<file path="src/rtl/trap_ctrl.sv">
// trap_ctrl: machine-mode trap entry / mret sequencer (ports: ecall, mret, irqs, CSR views in; stall/flush/CSR write/redirect/busy out)
module trap_ctrl #(
  parameter int DRAIN_MAX = 15,
  parameter int UART_CODE = 31
) (
  input  logic        clk,
  input  logic        rst,
  input  logic        ecall,
  input  logic        mret,
  input  logic        uart_irq,
  input  logic        timer_irq,
  input  logic [31:0] pres_pc,
  input  logic [31:0] mtvec,
  input  logic [31:0] mepc,
  input  logic [31:0] mstatus,
  input  logic [31:0] mie,
  input  logic        drained,
  output logic        stall,
  output logic        flush,
  output logic        csr_we,
  output logic [11:0] csr_waddr,
  output logic [31:0] csr_wdata,
  output logic        redirect,
  output logic [31:0] redirect_pc,
  output logic        busy
);
  localparam int CW = $clog2(DRAIN_MAX + 1);
  localparam logic [31:0] UC = 32'(UART_CODE);
  typedef enum logic [2:0] {IDLE, DRAIN, W_EPC, W_CAUSE, W_STAT, REDIR, R_STAT} state_t;
  state_t st, nxt;
  logic [CW-1:0] cnt;
  logic [31:0] cause_l, pc_l, cause_sel, tgt, mst_trap, mst_ret;
  logic tmr_q, uart_q, ev, unused_mie;
  assign unused_mie = ^mie;
  assign tmr_q = timer_irq & mstatus[3] & mie[7];
  assign uart_q = uart_irq & mstatus[3] & mie[UART_CODE];
  assign ev = ecall | tmr_q | uart_q;
  assign cause_sel = ecall ? 32'h0000_000B : tmr_q ? 32'h8000_0007 : {1'b1, UC[30:0]};
  // vectored mode offsets by 4*code only for interrupts; shift drops bit 31/30 (mod 2^32)
  assign tgt = {mtvec[31:2], 2'b00} + ((mtvec[1:0] == 2'b01 && cause_l[31]) ? {cause_l[29:0], 2'b00} : 32'd0);
  assign mst_trap = {mstatus[31:13], 2'b11, mstatus[10:8], mstatus[3], mstatus[6:4], 1'b0, mstatus[2:0]};
  assign mst_ret = {mstatus[31:13], 2'b11, mstatus[10:8], 1'b1, mstatus[6:4], mstatus[7], mstatus[2:0]};
  always_comb begin
    nxt = IDLE;
    case (st)
      IDLE:    nxt = ev ? DRAIN : mret ? R_STAT : IDLE;
      DRAIN:   nxt = (drained || cnt == CW'(DRAIN_MAX - 1)) ? W_EPC : DRAIN;
      W_EPC:   nxt = W_CAUSE;
      W_CAUSE: nxt = W_STAT;
      W_STAT:  nxt = REDIR;
      R_STAT:  nxt = REDIR;
      default: nxt = IDLE;
    endcase
  end
  // outputs are registered from the next state so they line up with the state they describe
  always_ff @(posedge clk or posedge rst) begin
    if (rst) begin
      st <= IDLE;
      cnt <= '0;
      cause_l <= '0;
      pc_l <= '0;
      stall <= 1'b0;
      flush <= 1'b0;
      csr_we <= 1'b0;
      csr_waddr <= '0;
      csr_wdata <= '0;
      redirect <= 1'b0;
      redirect_pc <= '0;
      busy <= 1'b0;
    end else begin
      st <= nxt;
      cnt <= (st == DRAIN) ? cnt + 1'b1 : '0;
      if (st == IDLE && ev) begin
        cause_l <= cause_sel;
        pc_l <= pres_pc;
      end
      stall <= nxt != IDLE && nxt != REDIR;
      busy <= nxt != IDLE;
      flush <= nxt == REDIR;
      redirect <= nxt == REDIR;
      redirect_pc <= (nxt == REDIR) ? ((st == R_STAT) ? mepc : tgt) : '0;
      csr_we <= nxt inside {W_EPC, W_CAUSE, W_STAT, R_STAT};
      csr_waddr <= (nxt == W_EPC) ? 12'h341 : (nxt == W_CAUSE) ? 12'h342 :
                   (nxt == W_STAT || nxt == R_STAT) ? 12'h300 : 12'h000;
      csr_wdata <= (nxt == W_EPC) ? {pc_l[31:2], 2'b00} : (nxt == W_CAUSE) ? cause_l :
                   (nxt == W_STAT) ? mst_trap : (nxt == R_STAT) ? mst_ret : 32'd0;
    end
  end
endmodule

</file>
<file path="config.mk">
export PLATFORM = sky130hd
export DESIGN_NAME = trap_ctrl
export DESIGN_NICKNAME = d
export VERILOG_FILES = /design/src/rtl/trap_ctrl.sv
export SDC_FILE = /design/constraint.sdc
export NUM_CORES = 1
export LEC_CHECK = 0
export ABC_AREA = 0
export BUFFER_PORTS_ARGS = -buffer_cell sky130_fd_sc_hd__buf_2
export CAP_MARGIN = 40
export CORE_ASPECT_RATIO = 1.2
export CORE_MARGIN = 8
export CORE_UTILIZATION = 45
export CTS_CLUSTER_SIZE = 8
export DETAILED_ROUTE_END_ITERATION = 8
export PLACE_DENSITY = 0.76
export SYNTH_ARGS = -nofsm -noshare
export SYNTH_HDL_FRONTEND = slang
export SYNTH_SLANG_ARGS = --single-unit
</file>
<file path="constraint.sdc">
create_clock -name clk -period 5 [get_ports clk]
set_input_delay 1 -clock clk [delete_from_list [all_inputs] [get_ports clk]]
set_output_delay 1 -clock clk [all_outputs]
set_load 0.01 [all_outputs]
</file>
### Word level (Yosys, flattened, before mapping)

Index checks and enable logic that the tools add are counted.

* bits in registers: 149
* input bits: 167
* output and inout port bits: 81
* word-level logic and storage cells: 58

* add/subtract/negate cells: 2
* eq/ne operators: 13
* mux-type cells: 17
* bitwise operators: 6
* reductions and logical operators: 9

Operator list (number)
* 2-to-1 mux 32 bit: 8
* adder 32 bit: 1
* 2-to-1 mux 10 bit: 3
* equality test 3 bit, second input constant: 5
* one-hot mux 3 bit (5 select lines): 1
* equality test 3 x 2 -> 1 bit, second input constant: 4
* 2-to-1 mux 3 bit: 2
* 2-to-1 mux 5 bit: 1
* adder 4 x 1 -> 4 bit, second input constant: 1
* AND 1 bit: 4
* equality test 4 bit, second input constant: 1
* 2-to-1 mux 4 bit: 1
* nonzero test 4 bit: 1
* equality test 3 x 1 -> 1 bit, second input constant: 1
* logical AND 1 bit: 3
* logical NOT 3 bit: 1
* inequality test 3 bit, second input constant: 1
* nonzero test 3 bit: 1
* equality test 2 x 1 -> 1 bit, second input constant: 1
* logical OR 1 bit: 2
* 2-to-1 mux 2 bit: 1
* bitwise OR 1 bit: 2
* OR reduction 2 bit: 1

### Longest topological paths before layout

Gate-level depths: netlist (run 1).

* depth in word-level cells: 11
* mapped depth: 11
* mapped depth without buffers: 11

### Worst setup path before layout (run 1)

No wires, ideal clock.

* path type: input port to flip-flop
* start point: in mtvec[1]
* end point: reg redirect_pc[26]
* library setup time: 0.069 ns
* arrival time: 3.353 ns
* required time: 4.931 ns
* slack: 1.578 ns
* stages: 10
* buffers on the path: 0
* cells stage by stage: nor3b_1 and2_1 ha_1 inv_1 fa_1 nor2b_1 o2111ai_2 a21o_4 or4_1 nand3_1

* cells in the longest elaborated chain, start to end: 6

RTL lines
* start: declaration: line 13 `input logic [31:0] mtvec,`
* equality test 2 x 1 -> 1 bit: line 40 `assign tgt = {mtvec[31:2], 2'b00} + ((mtvec[1:0] == 2'b01 && cause_l[31]) ? {cause_l[29:0], 2'b00} : 32'd0);`
* logical AND 1 bit: line 40
* 2-to-1 mux 32 bit: line 40
* adder 32 bit: line 40
* 2-to-1 mux 32 bit (2 in series): line 81 `redirect_pc <= (nxt == REDIR) ? ((st == R_STAT) ? mepc : tgt) : '0;`
* end signal: assignment: line 81
* end: declaration: line 24 `output logic [31:0] redirect_pc,`

Every way passes these cells.
A chain may end at the register's enable or synchronous reset.

### Worst setup path after layout (run 1)

Ends and elaborated chain as after synthesis.

==> results of run 1 <==
-- cells in the mapped netlist, types with 3 or more instances --
cell	count
sky130_fd_sc_hd__dfrtp_1	112
sky130_fd_sc_hd__a21oi_1	29
sky130_fd_sc_hd__mux2_2	29
sky130_fd_sc_hd__a22o_1	28
sky130_fd_sc_hd__nand2_1	25
sky130_fd_sc_hd__nor2_1	24
sky130_fd_sc_hd__o21ai_0	22
sky130_fd_sc_hd__clkbuf_1	16
sky130_fd_sc_hd__nand3_1	16
sky130_fd_sc_hd__xnor2_1	13
sky130_fd_sc_hd__inv_1	12
sky130_fd_sc_hd__a211oi_1	11
sky130_fd_sc_hd__buf_4	10
sky130_fd_sc_hd__nand4_1	10
sky130_fd_sc_hd__and2_1	8
sky130_fd_sc_hd__and3_1	7
sky130_fd_sc_hd__ha_1	7
sky130_fd_sc_hd__buf_2	6
sky130_fd_sc_hd__nand2b_1	6
sky130_fd_sc_hd__xor2_1	6
sky130_fd_sc_hd__mux2i_1	5
sky130_fd_sc_hd__nor3_1	4
sky130_fd_sc_hd__nor4_1	4
sky130_fd_sc_hd__nor4b_1	4
sky130_fd_sc_hd__a221o_1	3
sky130_fd_sc_hd__nor2b_1	3
sky130_fd_sc_hd__nor3b_1	3
sky130_fd_sc_hd__o31ai_1	3
sky130_fd_sc_hd__or2_2	3
-- logic make-up after synthesis --
kind of cell	Yosys count	synth area share (%)
flip-flops	112	54.1
XOR/XNOR	19	3.21
adder cells (fa/ha/maj)	8	2.08
other	1	0.0724
buffers and inverters	46	4.20
AO/OA/AOI/OAI	114	15.5
multiplexers	34	7.27
AND/OR/NAND/NOR	129	13.6
-- per-stage QoR --
step,area (sq um),utilization [%],instances,setup WS (ns)
after CTS,6680,58.6,821,1.40
final,6680,58.6,821,1.44
after global routing,6680,58.6,821,1.23
after global placement,6290,55.2,801,1.16
after floorplan,5200,-,469,1.04
after detailed placement,6380,55.9,805,1.04
-- flip-flops by register name, indices dropped and copies added, names as in the netlist --
register	cells
stall	1
redirect_pc	32
cnt	4
busy	1
pc_l	30
cause_l	4
st	3
csr_wdata	32
csr_waddr	4
flush	1
-- power breakdown --
group | switching [uW] | internal, uW
logic | 752 | 629
registers | 198 | 1280
clock network | 359 | 353
-- layout make-up --
type | instances | area, sq um | area share [%]
inverter | 12 | 47.5 | 0.712
timing repair buffer | 213 | 1140 | 17.0
clock buffer | 9 | 225 | 3.37
multi-input combinational | 311 | 2190 | 32.8
sequential | 112 | 2800 | 42.0
tap | 157 | 196 | 2.94
clock inverter | 7 | 75.1 | 1.12
-- worst paths after layout --
| check | start | to | depth (start not counted) |
|---|---|---|---|
| setup / recovery | mtvec[1] | redirect_pc[26] | 11 |
| hold / removal | cnt[0] | cnt[0] | 1 |
| setup reg to reg | cause_l[2] | redirect_pc[26] | 11 |
| hold reg to reg | cnt[0] | cnt[0] | 1 |
| max in group asynchronous | rst | csr_wdata[0] | 3 |
| min in group asynchronous | rst | busy | 2 |
-- layer usage --
layer / up-vias / GRT usage [%] / wire length (um)
li1: 2061 / - / -
met1: 2148 / 22.7 / 5860
met2: 202 / 35.6 / 7670
met3: 24 / 7.15 / 1610
met4: 2 / 7.04 / 293
met5: - / 0 / 8
==> results.json, run 1 <==
{
  "status": "finished clean",
  "reg2reg_setup_slack_ns": 1.76,
  "die_h_um": 134,
  "clock_latency_ns": 0.35,
  "worst_ep_arrival_time_ns": 3.85,
  "antenna_cells": 0,
  "root_buffer": "sky130_fd_sc_hd__clkbuf_16",
  "finClkSkew_ns": 0.00614,
  "die_area_sq_mm": 0.0152,
  "post_synth_num_cell_types": 55,
  "cpPeakStageDelay_ns": 0.49,
  "critical_path_class": "in2reg",
  "post-layout-total-power_uw": 3570,
  "global_routing_usage_summed_across_all_routing_layers_pct": 20.5,
  "cts.path.max_buffers": 2,
  "max_slew.worst_pin.slew_ns": 0.858,
  "synth-edff-count": 0,
  "layout.cells.most_common": "sky130_fd_sc_hd__buf_2",
  "num_vias": 4437,
  "cts_buffers": 9,
  "worst_path_required_time_ns": 5.29,
  "area.growth.synth_to_final_pct": 28.9,
  "grt_first_pass_wirelength_mm": 24.8,
  "clock_pin_slew_of_the_registers_on_the_worst_case_setup_and_hold_paths_ns": 0.08,
  "hold_ws_ns": 0.491,
  "initial_core_util_pct": 45.4,
  "maxClockFrequency_ghz": 0.281,
  "synth_top_cell_by_area": "sky130_fd_sc_hd__dfrtp_1",
  "num_rows": 43,
  "cts-htree-levels": 3,
  "finalWeightedCongestion": 0.883,
  "yosys.area.top_type_share_pct": 54.1,
  "via_count_of_the_first_global_routing_pass": 4942,
  "drt_drc_violations_left": 0,
  "number_of_antenna_violations_at_the_first_check_in_global_routing": 1,
  "grt-ovfl-total": 0,
  "post-cts-setup-buffers": 0,
  "ctsResizeCount": 0,
  "vdd.ir_drop.worst_mv": 0.214,
  "total_of_fill_cells_in_the_finished_design": 1013,
  "wl_mm": 15.4,
  "place.port_buffers": 206,
  "yosys-top-cells-area": "sky130_fd_sc_hd__dfrtp_1 (54%), sky130_fd_sc_hd__mux2_2 (6.3%), sky130_fd_sc_hd__a22o_1 (4.7%)",
  "cp-start-kind": "primary input",
  "finalMaxSlewViolations": 0,
  "finish.net_count": 834,
  "clock-sinks": 112,
  "share_of_the_clock_period_used_by_the_worst_path_after_layout_pct": 71.3,
  "layout.cells.most_common_list": "sky130_fd_sc_hd__buf_2 (206), sky130_fd_sc_hd__dfrtp_1 (112), sky130_fd_sc_hd__a21oi_1 (29), sky130_fd_sc_hd__mux2_2 (29), sky130_fd_sc_hd__a22o_1 (28)",
  "finalSetupViolations": 0,
  "setup.worst_path.end_class": "flip-flop",
  "synth-seq-area-share_pct": 54.1,
  "grt_setup_unrepaired": "no",
  "cp_cell_sequence": "buf_2 -> nor3b_1 -> and2_1 -> ha_1 -> inv_1 -> fa_1 -> nor2b_1 -> o2111ai_2 -> a21o_4 -> or4_1 -> nand3_1",
  "wl_per_cell_um": 18.8,
  "power.density_mw_per_mm2": 534,
  "dieWidth_um": 114,
  "hold_violations": 0,
  "viasPerCell": 5.40,
  "max_fanout_on_critical_path": 10,
  "post_synth_instance_area_sq_mm": 0.00518,
  "critical_path.n_buffers_inverters": 2,
  "hold_buffer_count_at_cts": 0,
  "critPathSlowestCell": "sky130_fd_sc_hd__or4_1",
  "drv_cap": 0,
  "p_leak_uw": 0.00334,
  "cts_tree": "built",
  "final_critical_path_time_including_i_o_delays_and_setup_ns": 3.56,
  "antenna_violating_nets_post_route": 0,
  "grt_start_max_net_pins": 54,
  "ioPinCount": 248,
  "sum_of_negative_setup_slack_ns": 0,
  "hold_path_class": "reg2reg",
  "placeableCoreArea_sq_mm": 0.0114,
  "path_delay_family": "simple AND/OR/NAND/NOR gates",
  "synth_flop_cell": "sky130_fd_sc_hd__dfrtp_1",
  "drtIter0Drc": 184,
  "yosys_warnings": 0,
  "timing.max_slew.rel_slack_pct": 42.8,
  "place.detailed.hpwl_mm": 12.1,
  "layout_cell_share_with_drive_strength_beyond_1_pct": 40.7,
  "dr.pass1.iters": 4,
  "synth_async_sr_flop_share_pct": 100,
  "synthCells": 463,
  "flip_flop_and_latch_count_after_synthesis": 112,
  "synthesis.area_per_instance_sq_um": 11.2
}
Power figures use the tool's default switching activity.
==> run 2: changes to the inputs <==
Clock period 5 ns to 3.4 ns, I/O delays scaled along.
==> results.json, run 2 (same netlist as run 1, synthesis figures left out) <==
{
  "status": "finished clean",
  "post-cts-setup-buffers": 0,
  "origin_of_the_worst_setup_path": "mtvec[1]",
  "maxClockFrequency_ghz": 0.353,
  "cellInternalPower_uw": 3320,
  "switching_power_uw": 1910,
  "hold_violations": 0,
  "global_routing_usage_summed_across_all_routing_layers_pct": 20.0,
  "sum_of_negative_setup_slack_ns": 0,
  "finClkSkew_ns": 0.00975,
  "clock-sinks": 112,
  "drv_cap": 0,
  "drt_drc_violations_left": 0,
  "initial_core_util_pct": 45.4,
  "hold_path_class": "in2async",
  "clock_pin_slew_of_the_registers_on_the_worst_case_setup_and_hold_paths_ns": 0.07,
  "grt_start_max_net_pins": 78,
  "die_area_sq_mm": 0.0152,
  "drtIter0Drc": 218,
  "clkPwrFrac_pct": 19.5,
  "cp-start-kind": "primary input",
  "cts.path.max_buffers": 2,
  "cts_buffers": 9,
  "num_rows": 43,
  "place_inst": 813,
  "finalMaxSlewViolations": 0,
  "placeableCoreArea_sq_mm": 0.0114,
  "place.detailed.hpwl_mm": 11.9,
  "hold_ws_ns": 0.447,
  "p_seq_share_pct": 41.1,
  "vdd.ir_drop.worst_mv": 0.285,
  "wl_mm": 15.5,
  "layout_cell_share_with_drive_strength_beyond_1_pct": 41.4,
  "worst_path_required_time_ns": 3.64,
  "crit_path_end": "redirect_pc[20]",
  "layout.cells.most_common": "sky130_fd_sc_hd__buf_2",
  "finish.instance_area_sq_mm": 0.00671,
  "timing.max_slew.rel_slack_pct": 45.9,
  "grt-ovfl-total": 0,
  "clock_latency_ns": 0.35,
  "die_h_um": 134,
  "comb_power_share_pct": 39.3,
  "setup.worst_path.end_class": "flip-flop",
  "switching_share_pct": 36.5,
  "reg2reg_setup_slack_ns": 0.58,
  "antenna_violating_nets_post_route": 0,
  "viasPerCell": 5.37,
  "number_of_antenna_violations_at_the_first_check_in_global_routing": 1,
  "multi_input_comb_area_sq_mm": 0.00219,
  "post_dp_cell_area_sq_mm": 0.00642,
  "ff_latch_area_sq_mm": 0.00280,
  "share_of_the_clock_period_used_by_the_worst_path_after_layout_pct": 83.3,
  "post-layout-total-power_uw": 5230,
  "antenna_cells": 0,
  "max_fanout_on_critical_path": 9,
  "finalSetupViolations": 0,
  "worst_ep_arrival_time_ns": 3.08,
  "power.density_mw_per_mm2": 780,
  "p_leak_uw": 0.00336,
  "finish.net_count": 842,
  "largest_registers": "csr_wdata x32, redirect_pc x32, pc_l x30",
  "critical_path_class": "in2reg",
  "dr.pass1.iters": 5,
  "finalWeightedCongestion": 0.880,
  "cts_tree": "built",
  "final_critical_path_time_including_i_o_delays_and_setup_ns": 2.83,
  "layout.cells.most_common_list": "sky130_fd_sc_hd__buf_2 (206), sky130_fd_sc_hd__dfrtp_1 (112), sky130_fd_sc_hd__a21oi_1 (29), sky130_fd_sc_hd__mux2_2 (29), sky130_fd_sc_hd__a22o_1 (28)",
  "via_count_of_the_first_global_routing_pass": 4725,
  "num_vias": 4455,
  "grt_setup_unrepaired": "no",
  "grt_first_pass_wirelength_mm": 24.1,
  "wl_per_cell_um": 18.7,
  "dieWidth_um": 114,
  "place.port_buffers": 206,
  "worstReg2RegStart": "cause_l[2]",
  "total_of_fill_cells_in_the_finished_design": 976,
  "ctsResizeCount": 0,
  "layoutNonFillerInstCount": 829,
  "hold_buffer_count_at_cts": 0,
  "worst_r2r_path_depth": 12,
  "area.growth.synth_to_final_pct": 29.5,
  "critical_register_to_register_path_endpoint": "redirect_pc[20]",
  "max_slew.worst_pin.slew_ns": 0.805,
  "ioPinCount": 248,
  "cts-htree-levels": 3,
  "root_buffer": "sky130_fd_sc_hd__clkbuf_16"
}
run 2: cell types whose count changed in the layout (fill, tap and decap cells not counted), sizes merged:
cell      delta
inv          -2
clkinv       +1
buf          +8
clkinvlp     +1
run 2: power by group through the flow:
| stage | logic (uW) | clock network, uW | registers [uW] |
|---|---|---|---|
| 2_1_floorplan | 1170 | 0 | 2250 |
| 3_3_place_gp | 2020 | 0 | 2150 |
| 3_5_place_dp | 2080 | 0 | 2180 |
| 4_1_cts | 2090 | 1050 | 2160 |
| 5_1_grt | 2270 | 1100 | 2210 |
| 6_report | 2060 | 1020 | 2150 |
run 2: final cells by class:
cell class	instances	share of cell area, %
sequential	112	41.8
multi-input combinational	311	32.7
timing repair buffer	221	17.5
clock buffer	9	3.36
tap	157	2.93
clock inverter	7	0.988
inverter	12	0.727
run 2: how the worst min path moves through the flow:
stage	startpoint	endpoint	slack [ns]	cells after the start
CTS	rst	pc_l[25]	0.47	3
finish	rst	csr_wdata[26]	0.45	3
global placement	cnt[0]	cnt[0]	0.47	1
global route	rst	pc_l[24]	0.47	3
floorplan	cnt[0]	cnt[0]	0.45	1
detailed placement	cnt[0]	cnt[0]	0.48	1
run 2: layer usage:
layer	global-route usage (%)	wire (um)
met3	7.70	1670
met2	34.8	7530
met4	4.30	133
met1	22.5	6150
met5	0	8
run 2: per-stage QoR:
step | utilization, % | setup slack (ns)
floorplan | - | 0.298
global placement | 56.1 | 0.251
detailed placement | 56.3 | 0.204
CTS | 58.8 | 0.520
global route | 58.8 | 0.383
finish | 58.8 | 0.568
run 2: critical path, stage by stage:
cell and delay, ns:
sky130_fd_sc_hd__buf_2 0.09, sky130_fd_sc_hd__nor3b_1 0.22, sky130_fd_sc_hd__and2_1 0.22, sky130_fd_sc_hd__ha_1 0.20, sky130_fd_sc_hd__inv_1 0.06, sky130_fd_sc_hd__fa_1 0.39
sky130_fd_sc_hd__nor2b_1 0.20, sky130_fd_sc_hd__o2111ai_2 0.16, sky130_fd_sc_hd__buf_4 0.21, sky130_fd_sc_hd__a211oi_1 0.27, sky130_fd_sc_hd__xnor2_1 0.10, sky130_fd_sc_hd__a211oi_1 0.26
==> run 3: changes to the inputs <==
Clock period 3.4 ns to 2.9 ns, I/O delays scaled along.
==> results.json, run 3 (same netlist as run 1, synthesis figures left out) <==
{
  "place.port_buffers": 206,
  "finish.net_count": 849,
  "worst_path_required_time_ns": 3.18,
  "finClkSkew_ns": 0.0103,
  "root_buffer": "sky130_fd_sc_hd__clkbuf_16",
  "finalMaxSlewViolations": 0,
  "total_of_fill_cells_in_the_finished_design": 969,
  "grt_start_max_net_pins": 36,
  "hold_buffer_count_at_cts": 0,
  "via_count_of_the_first_global_routing_pass": 4774,
  "critPathSlowestCell": "sky130_fd_sc_hd__or4_1",
  "wl_per_cell_um": 18.2,
  "worstReg2RegStart": "cause_l[2]",
  "timing.critical_path.depth": 11,
  "timing.max_slew.rel_slack_pct": 52.8,
  "hold_path_class": "in2async",
  "layout_setup_ws_ns": 0.207,
  "ctsResizeCount": 0,
  "status": "finished clean",
  "p_leak_uw": 0.00341,
  "placeableCoreArea_sq_mm": 0.0114,
  "layout.cells.most_common": "sky130_fd_sc_hd__buf_2",
  "cts_buffers": 9,
  "global_routing_usage_summed_across_all_routing_layers_pct": 20.0,
  "viasPerCell": 5.35,
  "clock-sinks": 112,
  "cts.path.max_buffers": 2,
  "path_delay_family": "simple AND/OR/NAND/NOR gates",
  "area.growth.synth_to_final_pct": 31.0,
  "cp_cell_sequence": "inv_1 -> nor3b_4 -> and2_4 -> ha_1 -> inv_1 -> fa_2 -> nor2b_1 -> o2111ai_2 -> a21o_4 -> or4_1 -> nand3_1",
  "worst_ep_arrival_time_ns": 2.98,
  "cp-start-kind": "flip-flop",
  "drv_cap": 0,
  "share_of_the_clock_period_used_by_the_worst_path_after_layout_pct": 92.8,
  "wl_mm": 15.2,
  "initial_core_util_pct": 45.4,
  "clock_pin_slew_of_the_registers_on_the_worst_case_setup_and_hold_paths_ns": 0.08,
  "dr.pass1.iters": 4,
  "cts-htree-levels": 3,
  "setup.worst_path.end_class": "flip-flop",
  "layout_cell_share_with_drive_strength_beyond_1_pct": 42.6,
  "layout.cells.most_common_list": "sky130_fd_sc_hd__buf_2 (206), sky130_fd_sc_hd__dfrtp_1 (112), sky130_fd_sc_hd__a21oi_1 (29), sky130_fd_sc_hd__mux2_2 (29), sky130_fd_sc_hd__a22o_1 (28)",
  "worst_r2r_path_depth": 11,
  "dieWidth_um": 114,
  "origin_of_the_worst_setup_path": "cause_l[2]",
  "drt_drc_violations_left": 0,
  "largest_registers": "csr_wdata x32, redirect_pc x32, pc_l x30",
  "cts_tree": "built",
  "post-layout-total-power_uw": 6140,
  "finalSetupViolations": 0,
  "die_area_sq_mm": 0.0152,
  "number_of_antenna_violations_at_the_first_check_in_global_routing": 1,
  "drtIter0Drc": 247,
  "num_vias": 4469,
  "finalWeightedCongestion": 0.852,
  "critical_path.n_buffers_inverters": 2,
  "place.detailed.hpwl_mm": 11.9,
  "sum_of_negative_setup_slack_ns": 0,
  "cpPeakStageDelay_ns": 0.51,
  "vdd.ir_drop.worst_mv": 0.312,
  "final_critical_path_time_including_i_o_delays_and_setup_ns": 2.69,
  "antenna_violating_nets_post_route": 0,
  "ioPinCount": 248,
  "dp_slack_ns": -0.0857,
  "grt_setup_unrepaired": "no",
  "antenna_cells": 0,
  "reg2reg_setup_slack_ns": 0.21,
  "grt-ovfl-total": 0,
  "critical_register_to_register_path_endpoint": "redirect_pc[26]",
  "post-cts-setup-buffers": 0,
  "num_rows": 43,
  "max_fanout_on_critical_path": 3,
  "grt_first_pass_wirelength_mm": 24.4,
  "power.density_mw_per_mm2": 904,
  "crit_path_frequent_cell": "sky130_fd_sc_hd__inv_1",
  "critical_path_class": "reg2reg",
  "hold_violations": 0,
  "final_core_utilization_pct": 59.5,
  "maxClockFrequency_ghz": 0.371,
  "crit_path_end": "redirect_pc[26]",
  "clock_latency_ns": 0.35,
  "max_slew.worst_pin.slew_ns": 0.703,
  "die_h_um": 134
}
==> run 3: area by class of cell <==
cell class                 count  area, sq um  area share, %
clock buffer                  10          229           3.37
clock inverter                 6         62.6          0.922
inverter                      12         48.8          0.719
multi-input combinational    311         2220           32.7
sequential                   112         2800           41.3
tap                          157          196           2.89
timing repair buffer         228         1230           18.1
==> run 3: worst min-delay path by stage <==
stage                  start            end  slack (ns)  cells after the start
finish                   rst       pc_l[23]        0.28                      2
global route             rst       pc_l[23]        0.32                      2
CTS                      rst  csr_wdata[27]        0.29                      2
detailed placement  pc_l[24]  csr_wdata[24]        0.48                      1
global placement      cnt[0]         cnt[0]        0.46                      1
floorplan             cnt[0]         cnt[0]        0.45                      1
==> run 3: routing by layer <==
metal / wire [um] / up-vias / GRT usage (%) / share of wire [%]
li1: - / 2087 / - / -
met1: 6210 / 2153 / 24.0 / 41
met2: 7330 / 211 / 33.3 / 48
met3: 1520 / 16 / 7.02 / 10
met4: 161 / 2 / 5.11 / 1.1
met5: 8 / - / 0 / 0.053
==> run 3: stage by stage <==
step	cells	hold WS, ns	area [sq um]
detailed placement	820	0.483	6490
floorplan	469	0.454	5230
global route	836	0.320	6790
CTS	836	0.289	6780
finish	836	0.281	6790
global placement	819	0.463	6470
==> run 3: report_power, final <==
part / leakage, uW / total (uW) / internal, uW / switching [uW]
combinational: 0.00183 / 2430 / 1110 / 1320
sequential: 0.00143 / 2510 / 2200 / 308
clock: 0.000142 / 1200 / 607 / 594
total: 0.00341 / 6140 / 3920 / 2220
